File: config.mk
export PLATFORM = sky130hd
export DESIGN_NAME = stream_mux_n_flat
export DESIGN_NICKNAME = d
export VERILOG_FILES = /design/src/rtl/stream_mux_n_if.sv /design/src/rtl/stream_mux_n.sv /design/src/flat_wrapper.sv
export SDC_FILE = /design/constraint.sdc
export NUM_CORES = 1
export LEC_CHECK = 0
export BUFFER_PORTS_ARGS = -buffer_cell sky130_fd_sc_hd__buf_2
export CAP_MARGIN = 20
export CORE_ASPECT_RATIO = 0.75
export CORE_MARGIN = 2
export CORE_UTILIZATION = 41
export CTS_CLUSTER_SIZE = 10
export DETAILED_ROUTE_END_ITERATION = 8
export GPL_ROUTABILITY_DRIVEN = 0
export PLACE_DENSITY = 0.79
export SLEW_MARGIN = 15
export SYNTH_ARGS = -nofsm -noshare
export SYNTH_HDL_FRONTEND = slang
export SYNTH_SLANG_ARGS = --single-unit
export TNS_END_PERCENT = 100
File: constraint.sdc
create_clock -name clk -period 2.6 [get_ports clk]
set_input_delay 0.26 -clock clk [delete_from_list [all_inputs] [get_ports clk]]
set_output_delay 0.26 -clock clk [all_outputs]
set_load 0.005 [all_outputs]
File: src/rtl/stream_mux_n_if.sv
// Valid/ready stream bundle carrying LANES parallel channels of W-bit data.
// The mux takes an N-lane bundle on its input side and a 1-lane bundle on its output side.
interface stream_mux_n_if #(
    parameter int unsigned LANES = 1,
    parameter int unsigned W     = 8
);
    logic [LANES*W-1:0] data;
    logic [LANES-1:0]   valid;
    logic [LANES-1:0]   last;
    logic [LANES-1:0]   ready;

    modport master (output data, valid, last, input  ready);
    modport slave  (input  data, valid, last, output ready);
endinterface

File: src/rtl/stream_mux_n.sv
// N-channel registered stream multiplexer with packet-boundary switching.
// The channel is picked by an external select (MODE 0) or round-robin (MODE 1) and then held for the whole packet.
module stream_mux_n #(
    parameter int unsigned N     = 4,
    parameter int unsigned W     = 8,
    parameter int unsigned MODE  = 0,
    parameter int unsigned SEL_W = $clog2(N)
) (
    input  logic             clk,
    input  logic             rst_n,
    input  logic [SEL_W-1:0] sel,
    stream_mux_n_if.slave    in_s,
    stream_mux_n_if.master   out_s,
    output logic [SEL_W-1:0] cur_sel,
    output logic             busy
);
    typedef enum logic {IDLE, LOCKED} state_t;

    state_t           state;
    logic [W-1:0]     data_q;
    logic             valid_q;
    logic             last_q;
    logic [SEL_W-1:0] rr_ptr;

    logic [SEL_W-1:0] cand;
    logic [SEL_W-1:0] idx;
    logic             cand_ok;
    logic             can_load;
    logic [N-1:0]     ready;
    logic [W-1:0]     cand_data;
    logic             cand_last;
    logic             xfer_in;

    assign can_load = !valid_q || out_s.ready[0];

    always_comb begin
        cand    = '0;
        cand_ok = 1'b0;
        idx     = '0;
        if (state == LOCKED) begin
            cand    = cur_sel;
            cand_ok = 1'b1;
        end else if (MODE == 0) begin
            if (32'(sel) < N) begin
                cand    = sel;
                cand_ok = 1'b1;
            end
        end else begin
            // First valid channel after rr_ptr wins, so the last served channel ranks lowest.
            for (int unsigned k = 1; k <= N; k++) begin
                idx = SEL_W'((32'(rr_ptr) + k) % N);
                if (!cand_ok && in_s.valid[idx]) begin
                    cand    = idx;
                    cand_ok = 1'b1;
                end
            end
        end
    end

    always_comb begin
        ready     = '0;
        cand_data = '0;
        cand_last = 1'b0;
        for (int unsigned i = 0; i < N; i++) begin
            ready[i] = rst_n && cand_ok && can_load && (cand == SEL_W'(i));
            if (cand == SEL_W'(i)) begin
                cand_data = in_s.data[i*W +: W];
                cand_last = in_s.last[i];
            end
        end
    end

    assign xfer_in    = |(in_s.valid & ready);
    assign in_s.ready = ready;

    always_ff @(posedge clk or negedge rst_n) begin
        if (!rst_n) begin
            state   <= IDLE;
            data_q  <= '0;
            valid_q <= 1'b0;
            last_q  <= 1'b0;
            cur_sel <= '0;
            rr_ptr  <= SEL_W'(N - 1);
        end else if (xfer_in) begin
            data_q  <= cand_data;
            last_q  <= cand_last;
            valid_q <= 1'b1;
            cur_sel <= cand;
            if (cand_last) begin
                state  <= IDLE;
                rr_ptr <= cand;
            end else begin
                state  <= LOCKED;
            end
        end else if (valid_q && out_s.ready[0]) begin
            valid_q <= 1'b0;
        end
    end

    assign busy        = (state == LOCKED);
    assign out_s.data  = data_q;
    assign out_s.valid = valid_q;
    assign out_s.last  = last_q;
endmodule

File: src/flat_wrapper.sv
// flat-port wrapper written by rule: the top's interface ports become plain ports
module stream_mux_n_flat 
#(
    parameter int unsigned N     = 4,
    parameter int unsigned W     = 8,
    parameter int unsigned MODE  = 0,
    parameter int unsigned SEL_W = $clog2(N)
)
  (clk, rst_n, sel, cur_sel, busy, in_s_data, in_s_valid, in_s_last, in_s_ready, out_s_data, out_s_valid, out_s_last, out_s_ready);
  stream_mux_n_if #(.LANES(4), .W(W)) in_s_i ();
  stream_mux_n_if #(.LANES(1), .W(W)) out_s_i ();
  input  logic clk;
  input  logic rst_n;
  input  logic [SEL_W-1:0] sel;
  output logic [SEL_W-1:0] cur_sel;
  output logic busy;
  input wire logic [$bits(in_s_i.data)-1:0] in_s_data;
  input wire logic [$bits(in_s_i.valid)-1:0] in_s_valid;
  input wire logic [$bits(in_s_i.last)-1:0] in_s_last;
  output wire logic [$bits(in_s_i.ready)-1:0] in_s_ready;
  output wire logic [$bits(out_s_i.data)-1:0] out_s_data;
  output wire logic [$bits(out_s_i.valid)-1:0] out_s_valid;
  output wire logic [$bits(out_s_i.last)-1:0] out_s_last;
  input wire logic [$bits(out_s_i.ready)-1:0] out_s_ready;
  assign in_s_i.data = in_s_data;
  assign in_s_i.valid = in_s_valid;
  assign in_s_i.last = in_s_last;
  assign in_s_ready = in_s_i.ready;
  assign out_s_data = out_s_i.data;
  assign out_s_valid = out_s_i.valid;
  assign out_s_last = out_s_i.last;
  assign out_s_i.ready = out_s_ready;
  stream_mux_n #(.N(N), .W(W), .MODE(MODE), .SEL_W(SEL_W)) u_core (.clk(clk), .rst_n(rst_n), .sel(sel), .in_s(in_s_i), .out_s(out_s_i), .cur_sel(cur_sel), .busy(busy));
endmodule
==> flow_metrics.tcl <==
set metrics [dict create \
    via_count 810 \
    rsz0062_at_grt "no" \
    crit_fanout 15 \
    postSynthAreaPerCell_um2 12.8 \
    nets 182 \
    ys_ff_latch 13 \
    rows 14 \
    total_power_w 0.00131 \
    core-area_um2 2070 \
    crit_type "in2out" \
    grt_max_degree 23 \
    total_leakage_power_nw 0.671 \
    crit_path_end_kind "output pin" \
    synth.distinct_cells 17 \
    num_io_pins 62 \
    setup_viol 0 \
    start_kind "input port" \
    num_antenna_cells 0 \
    clkSinkCount 13 \
    p_per_area_nw_per_um2 1000 \
    htree_num_levels 1 \
    maxCapViolations 0 \
    grt_pass1_vias 796 \
    syn-num-nets 117 \
    first_iter_violations 17 \
    status "finished with violations" \
    slew_headroom_pct 75.5 \
    wire_per_inst_um 14.1 \
    placedCellCount 155 \
    root_buffer "clkbuf_4" \
    drc 5 \
    area_growth_pct 41.1 \
    chipHeight_um 45.1 \
    yosys_warnings 0 \
    postCtsSetupBuffers 0 \
    synth_top_area_cell "dfrtp_1" \
    clockBufferDepth 2 \
    cts_inserted_buffers 3 \
    fin_cells 160 \
    seq_area_frac_synth_pct 35.2 \
    synth_area_um2 923 \
    period_share_pct 80.7 \
    failed_checks "design-rule violations" \
    yosysTopAreaCellShare_pct 35.2 \
    hp-class "in2reg" \
    dpl.hpwl_um 1800 \
    die_width_um 58.8 \
    clk_pin_slew_ps 80 \
    antenna_found_initial 0 \
    drt_wl_total_um 2260 \
    dieArea_um2 2650 \
    max_freq_mhz 476 \
    slew_violations 0 \
    start_util_pct 44.7 \
    skew_ps 2.07 \
    overflow 0 \
    viasPerCell 5.06 \
    worst_slew_pin_slew_ps 368 \
    drtPass1Iterations 6 \
    fill_cells 168 \
    post_route_cells_drive_above_1_share_pct 58.8 \
    synth.area.top_cells "dfrtp_1 35%, mux2i_1 28%, mux2_4 15%, mux4_2 4.9%, mux2i_4 2.4%" \
    critPathArrivalTime_ps 1840 \
    period_needed_ps 2100 \
    cp.required_ps 2340 \
    cts_tree "built" \
    tns_ps 0 \
    worstSkewPairLatency_ps 270 \
    ant_nets 0 \
    grt_pass1_wl_um 3400 \
    hold_viol 0 \
    place.port_buffers 61 \
    grt_use_total_pct 18.1 \
    syn_inst 72 \
    peakVddDrop_uv 396 \
]
[area by class of cell]
type | count | area, µm² | area share, %
Clock buffer | 4 | 26.3 | 2.02
Timing Repair Buffer | 64 | 330 | 25.4
Multi-Input combinational cell | 55 | 591 | 45.3
Tap cell | 24 | 30.0 | 2.31
Sequential cell | 13 | 325 | 25.0
[through the flow]
step                worst slack, ps  hold slack, ps  cell area, µm²  utilization (%)
floorplan                       528           -35.6             923                -
global placement                631             167            1270             61.3
detailed placement              557             175            1270             61.3
CTS                             486             281            1300             63.0
global route                    388             321            1300             63.0
finish                          501             290            1300             63.0
[state kept, by name, indices dropped and copies added, names as in the netlist]
register / cells
u_core.out_s.valid: 1
u_core.out_s.last: 1
u_core.busy: 1
u_core.out_s.data: 8
u_core.cur_sel: 2
[worst paths after layout]
| check | start | endpoint | slack [ps] | depth (start not counted) |
|---|---|---|---|---|
| min reg2reg | u_core.out_s.data[2] | u_core.out_s.data[2] | 520 | 1 |
| max | rst_n | in_s_ready[0] | 500 | 5 |
| max in group asynchronous | rst_n | u_core.out_s.data[4] | 1940 | 2 |
| max reg2reg | u_core.busy | u_core.out_s.data[5] | 570 | 4 |
| min | out_s_ready | u_core.out_s.valid | 290 | 3 |
| min in group asynchronous | rst_n | u_core.cur_sel[0] | 420 | 2 |
[cell usage in the layout, fill, tap and decap left out]
cell type and instances:
buf_2 61, mux2i_1 25, dfrtp_1 13, mux2_4 9, a21oi_1 3, clkbuf_4 3
nand2_1 2, mux2i_4 2, nor3b_1 2, mux4_2 2, a31oi_1 2, o21ai_1 2
buf_4 2, nand2b_1 1, and2_1 1, and3_1 1, nor3_1 1, nand2_8 1
mux2_1 1, clkbuf_1 1, dlygate4sd3_1 1
[kinds of logic (layout without fill, tap and decap cells)]
group / Yosys count / count (layout) / synth area share, %
muxes: 39 / 39 / 51.4
DFF: 13 / 13 / 35.2
and+or+nand+nor: 9 / 9 / 7.18
AOI/OAI and AO/OA: 7 / 7 / 4.06
buffers and inverters: 4 / 68 / 2.17
[power breakdown]
part           total [W]  internal, W  switching [W]
clock           0.000126    0.0000593      0.0000666
combinational   0.000796     0.000463       0.000333
sequential      0.000384     0.000303      0.0000809
total            0.00131     0.000825       0.000481
[routing by layer]
metal  wire (µm)  up-vias  GRT usage, %
met4          24        0          8.18
met3         206        2          6.30
met5           0        -             0
met2        1060       40          29.6
met1         968      370          21.7
li1            -      398             -
[synth_stat cells]
cell,count
a21oi_1,3
a31oi_1,2
and2_1,1
and3_1,1
buf_2,4
dfrtp_1,13
mux2_1,1
mux2_4,9
mux2i_1,26
mux2i_4,1
mux4_2,2
nand2_1,2
nand2_8,1
nand2b_1,1
nor3_1,1
nor3b_1,2
o21ai_1,2
[critical path, stage by stage]
cell           delay, ps
dlygate4sd3_1        520
buf_2                310
and2_1               410
and3_1               220
buf_2                110
[timing repair]
action,in CTS,in global routing
gates resized for setup,0,0
hold endpoints to repair,13,0
hold buffers,1,0
(Power assumes the default switching activity.)
